[config.mk]
export PLATFORM = sky130hd
export DESIGN_NAME = router_ingress_arbiter
export DESIGN_NICKNAME = d
export VERILOG_FILES = /design/src/rtl/router_ingress_arbiter.sv
export SDC_FILE = /design/constraint.sdc
export NUM_CORES = 1
export LEC_CHECK = 0
export ABC_AREA = 1
export CAP_MARGIN = 5
export CORE_ASPECT_RATIO = 0.7
export CORE_UTILIZATION = 25
export DETAILED_ROUTE_END_ITERATION = 7
export SKIP_LAST_GASP = 1
export SYNTH_ARGS = -nofsm -noshare
export SYNTH_HDL_FRONTEND = slang
export SYNTH_SLANG_ARGS = --single-unit
[constraint.sdc]
create_clock -name clock -period 2.8 [get_ports clock]
set_input_delay 0.84 -clock clock [delete_from_list [all_inputs] [get_ports clock]]
set_output_delay 0.84 -clock clock [all_outputs]
set_load 0.1 [all_outputs]
[src/rtl/router_ingress_arbiter.sv]
// Round-robin ingress arbiter sharing the router input port between three
// packet sources; grants whole packets and tracks the header length.
module router_ingress_arbiter #(
  parameter int GAP_CYCLES = 1
) (
  input  logic       clock,
  input  logic       resetn,
  input  logic [2:0] src_pkt_valid,
  input  logic [7:0] src_data_0,
  input  logic [7:0] src_data_1,
  input  logic [7:0] src_data_2,
  output logic [2:0] src_ready,
  input  logic       busy,
  output logic       pkt_valid,
  output logic [7:0] data_in,
  output logic [2:0] grant,
  output logic       proto_err
);

  typedef enum logic [2:0] {
    IDLE,
    HDR,
    PAYLOAD,
    PARITY,
    GAP
  } state_t;

  localparam logic [2:0] GAP_LAST = 3'(GAP_CYCLES - 1);

  state_t     state, state_n;
  logic [2:0] grant_n;
  logic [1:0] rr_ptr, rr_ptr_n;
  logic [5:0] rem, rem_n;
  logic [2:0] gap_cnt, gap_cnt_n;
  logic       err_n;
  logic       fwd, accept, pkt_end;
  logic       g_valid;
  logic [7:0] g_data;
  logic [2:0] pick;
  logic [1:0] rr_next;

  always_comb begin
    g_data  = '0;
    g_valid = 1'b0;
    unique case (1'b1)
      grant[0]: begin
        g_data  = src_data_0;
        g_valid = src_pkt_valid[0];
      end
      grant[1]: begin
        g_data  = src_data_1;
        g_valid = src_pkt_valid[1];
      end
      grant[2]: begin
        g_data  = src_data_2;
        g_valid = src_pkt_valid[2];
      end
      default: ;
    endcase
  end

  // First requester at or after rr_ptr, wrapping mod 3
  always_comb begin
    pick = '0;
    case (rr_ptr)
      2'd1: begin
        if (src_pkt_valid[1])      pick = 3'b010;
        else if (src_pkt_valid[2]) pick = 3'b100;
        else if (src_pkt_valid[0]) pick = 3'b001;
      end
      2'd2: begin
        if (src_pkt_valid[2])      pick = 3'b100;
        else if (src_pkt_valid[0]) pick = 3'b001;
        else if (src_pkt_valid[1]) pick = 3'b010;
      end
      default: begin
        if (src_pkt_valid[0])      pick = 3'b001;
        else if (src_pkt_valid[1]) pick = 3'b010;
        else if (src_pkt_valid[2]) pick = 3'b100;
      end
    endcase
  end

  always_comb begin
    rr_next = 2'd0;
    unique case (1'b1)
      grant[0]: rr_next = 2'd1;
      grant[1]: rr_next = 2'd2;
      default:  rr_next = 2'd0;
    endcase
  end

  assign fwd       = (state == HDR) || (state == PAYLOAD) ||
                     (state == PARITY);
  assign accept    = fwd && !busy;
  assign src_ready = accept ? grant : 3'b000;
  assign data_in   = fwd ? g_data : 8'h00;
  assign pkt_valid = ((state == HDR) || (state == PAYLOAD)) && g_valid;

  always_comb begin
    state_n   = state;
    grant_n   = grant;
    rr_ptr_n  = rr_ptr;
    rem_n     = rem;
    gap_cnt_n = gap_cnt;
    err_n     = 1'b0;
    pkt_end   = 1'b0;
    case (state)
      IDLE: begin
        if (|src_pkt_valid) begin
          grant_n = pick;
          state_n = HDR;
        end
      end
      HDR: begin
        if (accept) begin
          if (!g_valid) begin
            err_n   = 1'b1;
            pkt_end = 1'b1;
          end else if (data_in[7:2] == 6'd0) begin
            err_n   = 1'b1;
            state_n = PARITY;
          end else begin
            rem_n   = data_in[7:2];
            state_n = PAYLOAD;
          end
        end
      end
      PAYLOAD: begin
        if (accept) begin
          if (!g_valid) begin
            err_n   = 1'b1;
            pkt_end = 1'b1;
          end else begin
            rem_n = rem - 6'd1;
            if (rem == 6'd1) state_n = PARITY;
          end
        end
      end
      PARITY: begin
        if (accept) begin
          err_n   = g_valid;
          pkt_end = 1'b1;
        end
      end
      GAP: begin
        if (gap_cnt == GAP_LAST) state_n = IDLE;
        else gap_cnt_n = gap_cnt + 3'd1;
      end
      default: state_n = IDLE;
    endcase
    if (pkt_end) begin
      state_n   = GAP;
      grant_n   = 3'b000;
      rr_ptr_n  = rr_next;
      gap_cnt_n = 3'd0;
    end
  end

  always_ff @(posedge clock or negedge resetn) begin
    if (!resetn) begin
      state     <= IDLE;
      grant     <= 3'b000;
      rr_ptr    <= 2'd0;
      rem       <= 6'd0;
      gap_cnt   <= 3'd0;
      proto_err <= 1'b0;
    end else begin
      state     <= state_n;
      grant     <= grant_n;
      rr_ptr    <= rr_ptr_n;
      rem       <= rem_n;
      gap_cnt   <= gap_cnt_n;
      proto_err <= err_n;
    end
  end

endmodule
# Word level (Yosys, flattened, before mapping)

Index checks and enable logic that the tools add are counted.

Add/sub/neg operators: 2
Eq/ne operators: 21
Mux-type cells: 46
Reduce and logical (&&, ||, !) cells: 18

Operators with widths:

| kind                | number |
|---|---|
| $mux 3              | 21 |
| $mux 6              | 5 |
| $pmux 8 s3          | 1 |
| $ne 3x3->1 const B  | 6 |
| $pmux 3 s5          | 1 |
| $ne 2x2->1 const B  | 7 |
| $pmux 6 s2          | 1 |
| $mux 1              | 9 |
| $mux 8              | 1 |
| $reduce_and 8->1    | 1 |
| $reduce_bool 2->1   | 4 |
| $eq 3x2->1 const B  | 2 |
| $eq 6x1->1 const B  | 1 |
| $logic_not 3->1     | 2 |
| $logic_not 6->1     | 1 |
| $pmux 1 s3          | 2 |
| $pmux 3 s2          | 1 |
| $reduce_and 6->1    | 1 |
| $sub 6x1->6 const B | 1 |
| $mux 2              | 2 |
| $pmux 2 s2          | 1 |
| $reduce_and 2->1    | 2 |
| $add 3x1->3 const B | 1 |
| $eq 3x1->1 const B  | 1 |
| other kinds (10)    | 12 |

Flip-flop bits (word level): 18
Input bits: 30
Output and inout bits: 16
Logic and storage cells: 93

# Longest topological paths before layout

Depth in word-level cells: 10
Gate-level depth with buffers: 10
Gate-level depth less buffers: 10

# Worst setup path before layout

No wires, ideal clock.

Kind: reg2out
Start: reg grant[0]
End: out src_ready[0]
Data arrival time: 2553 ps
Required time: 1960 ps
Setup slack: -593 ps
Cell stages (with the launch flop): 4
Buffers on the path: 1
Path through: dfrtp_1 buf_2 inv_1 nor2_1

Longest elaborated chain between the ends: 1

RTL lines:

| item                   | line | source |
|---|---|---|
| start, declared        | 16   | `output logic [2:0] grant,` |
| start signal, assigned | 170  | `grant <= grant_n;` |
| $mux 3                 | 96   | `assign src_ready = accept ? grant : 3'b000;` |
| end, declared          | 12   | `output logic [2:0] src_ready,` |

No other way between the ends.

# Final worst setup path

Start: in src_data_0[6]
End: out data_in[6]

Longest elaborated chain between the ends: 2

RTL lines:

| item            | line | source |
|---|---|---|
| start, declared | 9    | `input logic [7:0] src_data_0,` |
| $pmux 8 s3      | 45   | `unique case (1'b1)` |
| $mux 8          | 97   | `assign data_in = fwd ? g_data : 8'h00;` |
| end, declared   | 15   | `output logic [7:0] data_in,` |

No other way between the ends.

==> results.toml <==
[hold_path]
hold_class = "reg2reg"
hold_path_depth = 2
whs_endpoint = "rem[1]"
hp-start = "rem[1]"

[clocking]
ctsHoldBuffers = 0
postCtsSetupBuffers = 0
cts_tree = "yes"
cts.clk_slew.worst_paths_ns = 0.07
insertion_delay_ns = 0.26
cts_root_buf = "clkbuf_8"
clockBufferDepth = 2
clock-sinks = 18
h-tree-depth = 1
numCtsBuffers = 3

[worst_setup_path]
worstPathRequired_ns = 1.96
rr_worst_depth = 9
reg2reg_to = "grant[1]"
worstSetupStartpointType = "input pin"
arrival_ns = 1.86
crit_type = "in2out"
critPathMaxFanout = 2
rrSetupSlack_ns = 1.09
rr_startpoint = "state[0]"
end_kind = "primary output"

[detailed_routing]
drt-total-wl_um = 3990
first_pass_iters = 4
drc = 0
drt_iter0_markers = 116
avgViaCountPerCell = 4.46
ant_nets = 0
routedWlPerCell_um = 11.6
vias = 1530

[finish]
antennaDiodeCount = 0
drive_above_1_share_pct = 19.2
nets = 308
fin_cells = 343
final_common_cell = "nand2_1"
area_delta_synth_final_pct = 52.2
layout_common_cells = "nand2_1 (75), inv_1 (29), clkdlybuf4s50_1 (27), nand3_1 (19), nor2_1 (17)"

[sta]
finalHoldViolCount = 0
tightestPinTransition_ns = 0.389
skew_ns = 0.00337
setup_tns_ns = 0
rsz0062_at_grt = "false"
timing.final.max_slew_violations = 0
min_period_ns = 2.70
timing.final.crit_share_pct = 96.6
finalSetupViolations = 0
fmax_ghz = 0.370
slew_headroom_pct = 73.9

[synth]
syn_inst = 221
yosys_warnings = 0
synth_xor_area_share_pct = 1.82
syn_nets = 257
synth_cell_types = 26
synth_simple_gate_area_share_pct = 41.4
yosysSeqAreaShare_pct = 31.2
muxShareOfSynthArea_pct = 0
syn_avg_cell_area_um2 = 6.53
synth_area_um2 = 1440
synth-seq-cells = 18
synth_fa_ha_area_share_pct = 5.20
synth_compound_area_share_pct = 9.71
synth_top_family_by_area = "simple AND/OR/NAND/NOR gates"

[place]
gp_congestion = 0.851
dp_hpwl_um = 3160
placed_cells = 339
port_buffers = 45

[global_routing]
track_usage_pct = 13.6
grt_pass1_wl_um = 6460
grt.overflow.total = 0
grt_pass1_vias = 1375
grt_max_degree = 19
antenna_found_initial = 0

[floorplanning]
initial_core_util_pct = 26.8
die_w_um = 92.8
die-area_um2 = 6090
die_h_um = 65.6
rows = 22
top_level_ports = 46
core_um2 = 5400

[job]
maxCapViolations = 0

[outcome]
status = "finished, final reports clean"
## state kept, by name, indices dropped and copies added (netlist names)
name	flops
proto_err	1
gap_cnt	3
rr_ptr	2
rem	6
grant	3
state	3
## cell usage after synthesis, drive strengths merged
cell / n / area [um^2]
nand2: 79 / 312
inv: 34 / 128
nor2: 27 / 139
nand3: 21 / 118
dfrtp: 18 / 450
o21ai: 17 / 92.6
ha: 6 / 75.1
buf: 4 / 26.3
a21oi: 3 / 15.0
nand4: 3 / 18.8
xor2: 2 / 17.5
nor3: 1 / 5.00
o2111ai: 1 / 8.76
o21bai: 1 / 7.51
o31ai: 1 / 7.51
o32ai: 1 / 8.76
or2: 1 / 6.26
xnor2: 1 / 8.76
## worst max path at each step
stage / slack [ns] / cells past startpoint / endpoint / from
5_1_grt: 0.02 / 6 / data_in[2] / src_data_2[2]
3_3_place_gp: -0.03 / 6 / pkt_valid / src_pkt_valid[0]
4_1_cts: 0.001 / 6 / pkt_valid / src_pkt_valid[1]
2_1_floorplan: 0.17 / 5 / pkt_valid / grant[0]
3_5_place_dp: -0.04 / 6 / pkt_valid / src_pkt_valid[0]
6_report: 0.1 / 6 / data_in[6] / src_data_0[6]
## per-layer routing
| layer | vias to the layer above | wire (um) | track usage (%) |
|---|---|---|---|
| met1 | 690 | 1970 | 19.0 |
| met2 | 49 | 1660 | 20.9 |
| met5 | - | 0 | 0 |
| li1 | 789 | - | - |
| met4 | 0 | 18 | 2.88 |
| met3 | 2 | 335 | 3.70 |
## stage by stage
step / utilization, % / area, um^2 / worst slack, ns / hold slack, ns
floorplan: - / 1470 / 0.167 / 0.464
global placement: 39.5 / 2130 / -0.0297 / 0.488
detailed placement: 39.5 / 2130 / -0.0393 / 0.494
CTS: 40.6 / 2190 / 0.00115 / 0.513
global route: 40.7 / 2200 / 0.0168 / 0.542
finish: 40.7 / 2200 / 0.0962 / 0.509
## logic make-up (layout without fill, tap and decap cells)
group           count (synthesis)  in the layout
simple gates                  132            132
buf+inv                        38             88
compound gates                 24             24
flops                          18             18
fa+ha+maj                       6              6
xor+xnor                        3              3
## what timing repair did
action,in CTS,in global routing
hold endpoints to repair,0,0
gates resized for setup,1,3
endpoints found under the setup margin,1,3
## worst max-delay path, stage by stage
cell,delay (ns)
clkdlybuf4s50_1,0.46
nand2_1,0.06
nand3_1,0.10
nand2_1,0.07
inv_1,0.14
buf_12,0.19
## final cells by class
cell class	count	area [um^2]
clock buffer	4	55.1
fill	554	3200
inverter	34	128
multi-input combinational	165	867
sequential	18	454
tap	72	90.1
timing repair buffer	50	603
Power is left out: the tool's default activity adds up to more than one toggle a clock period on the data nets, which glitch-free logic cannot reach.
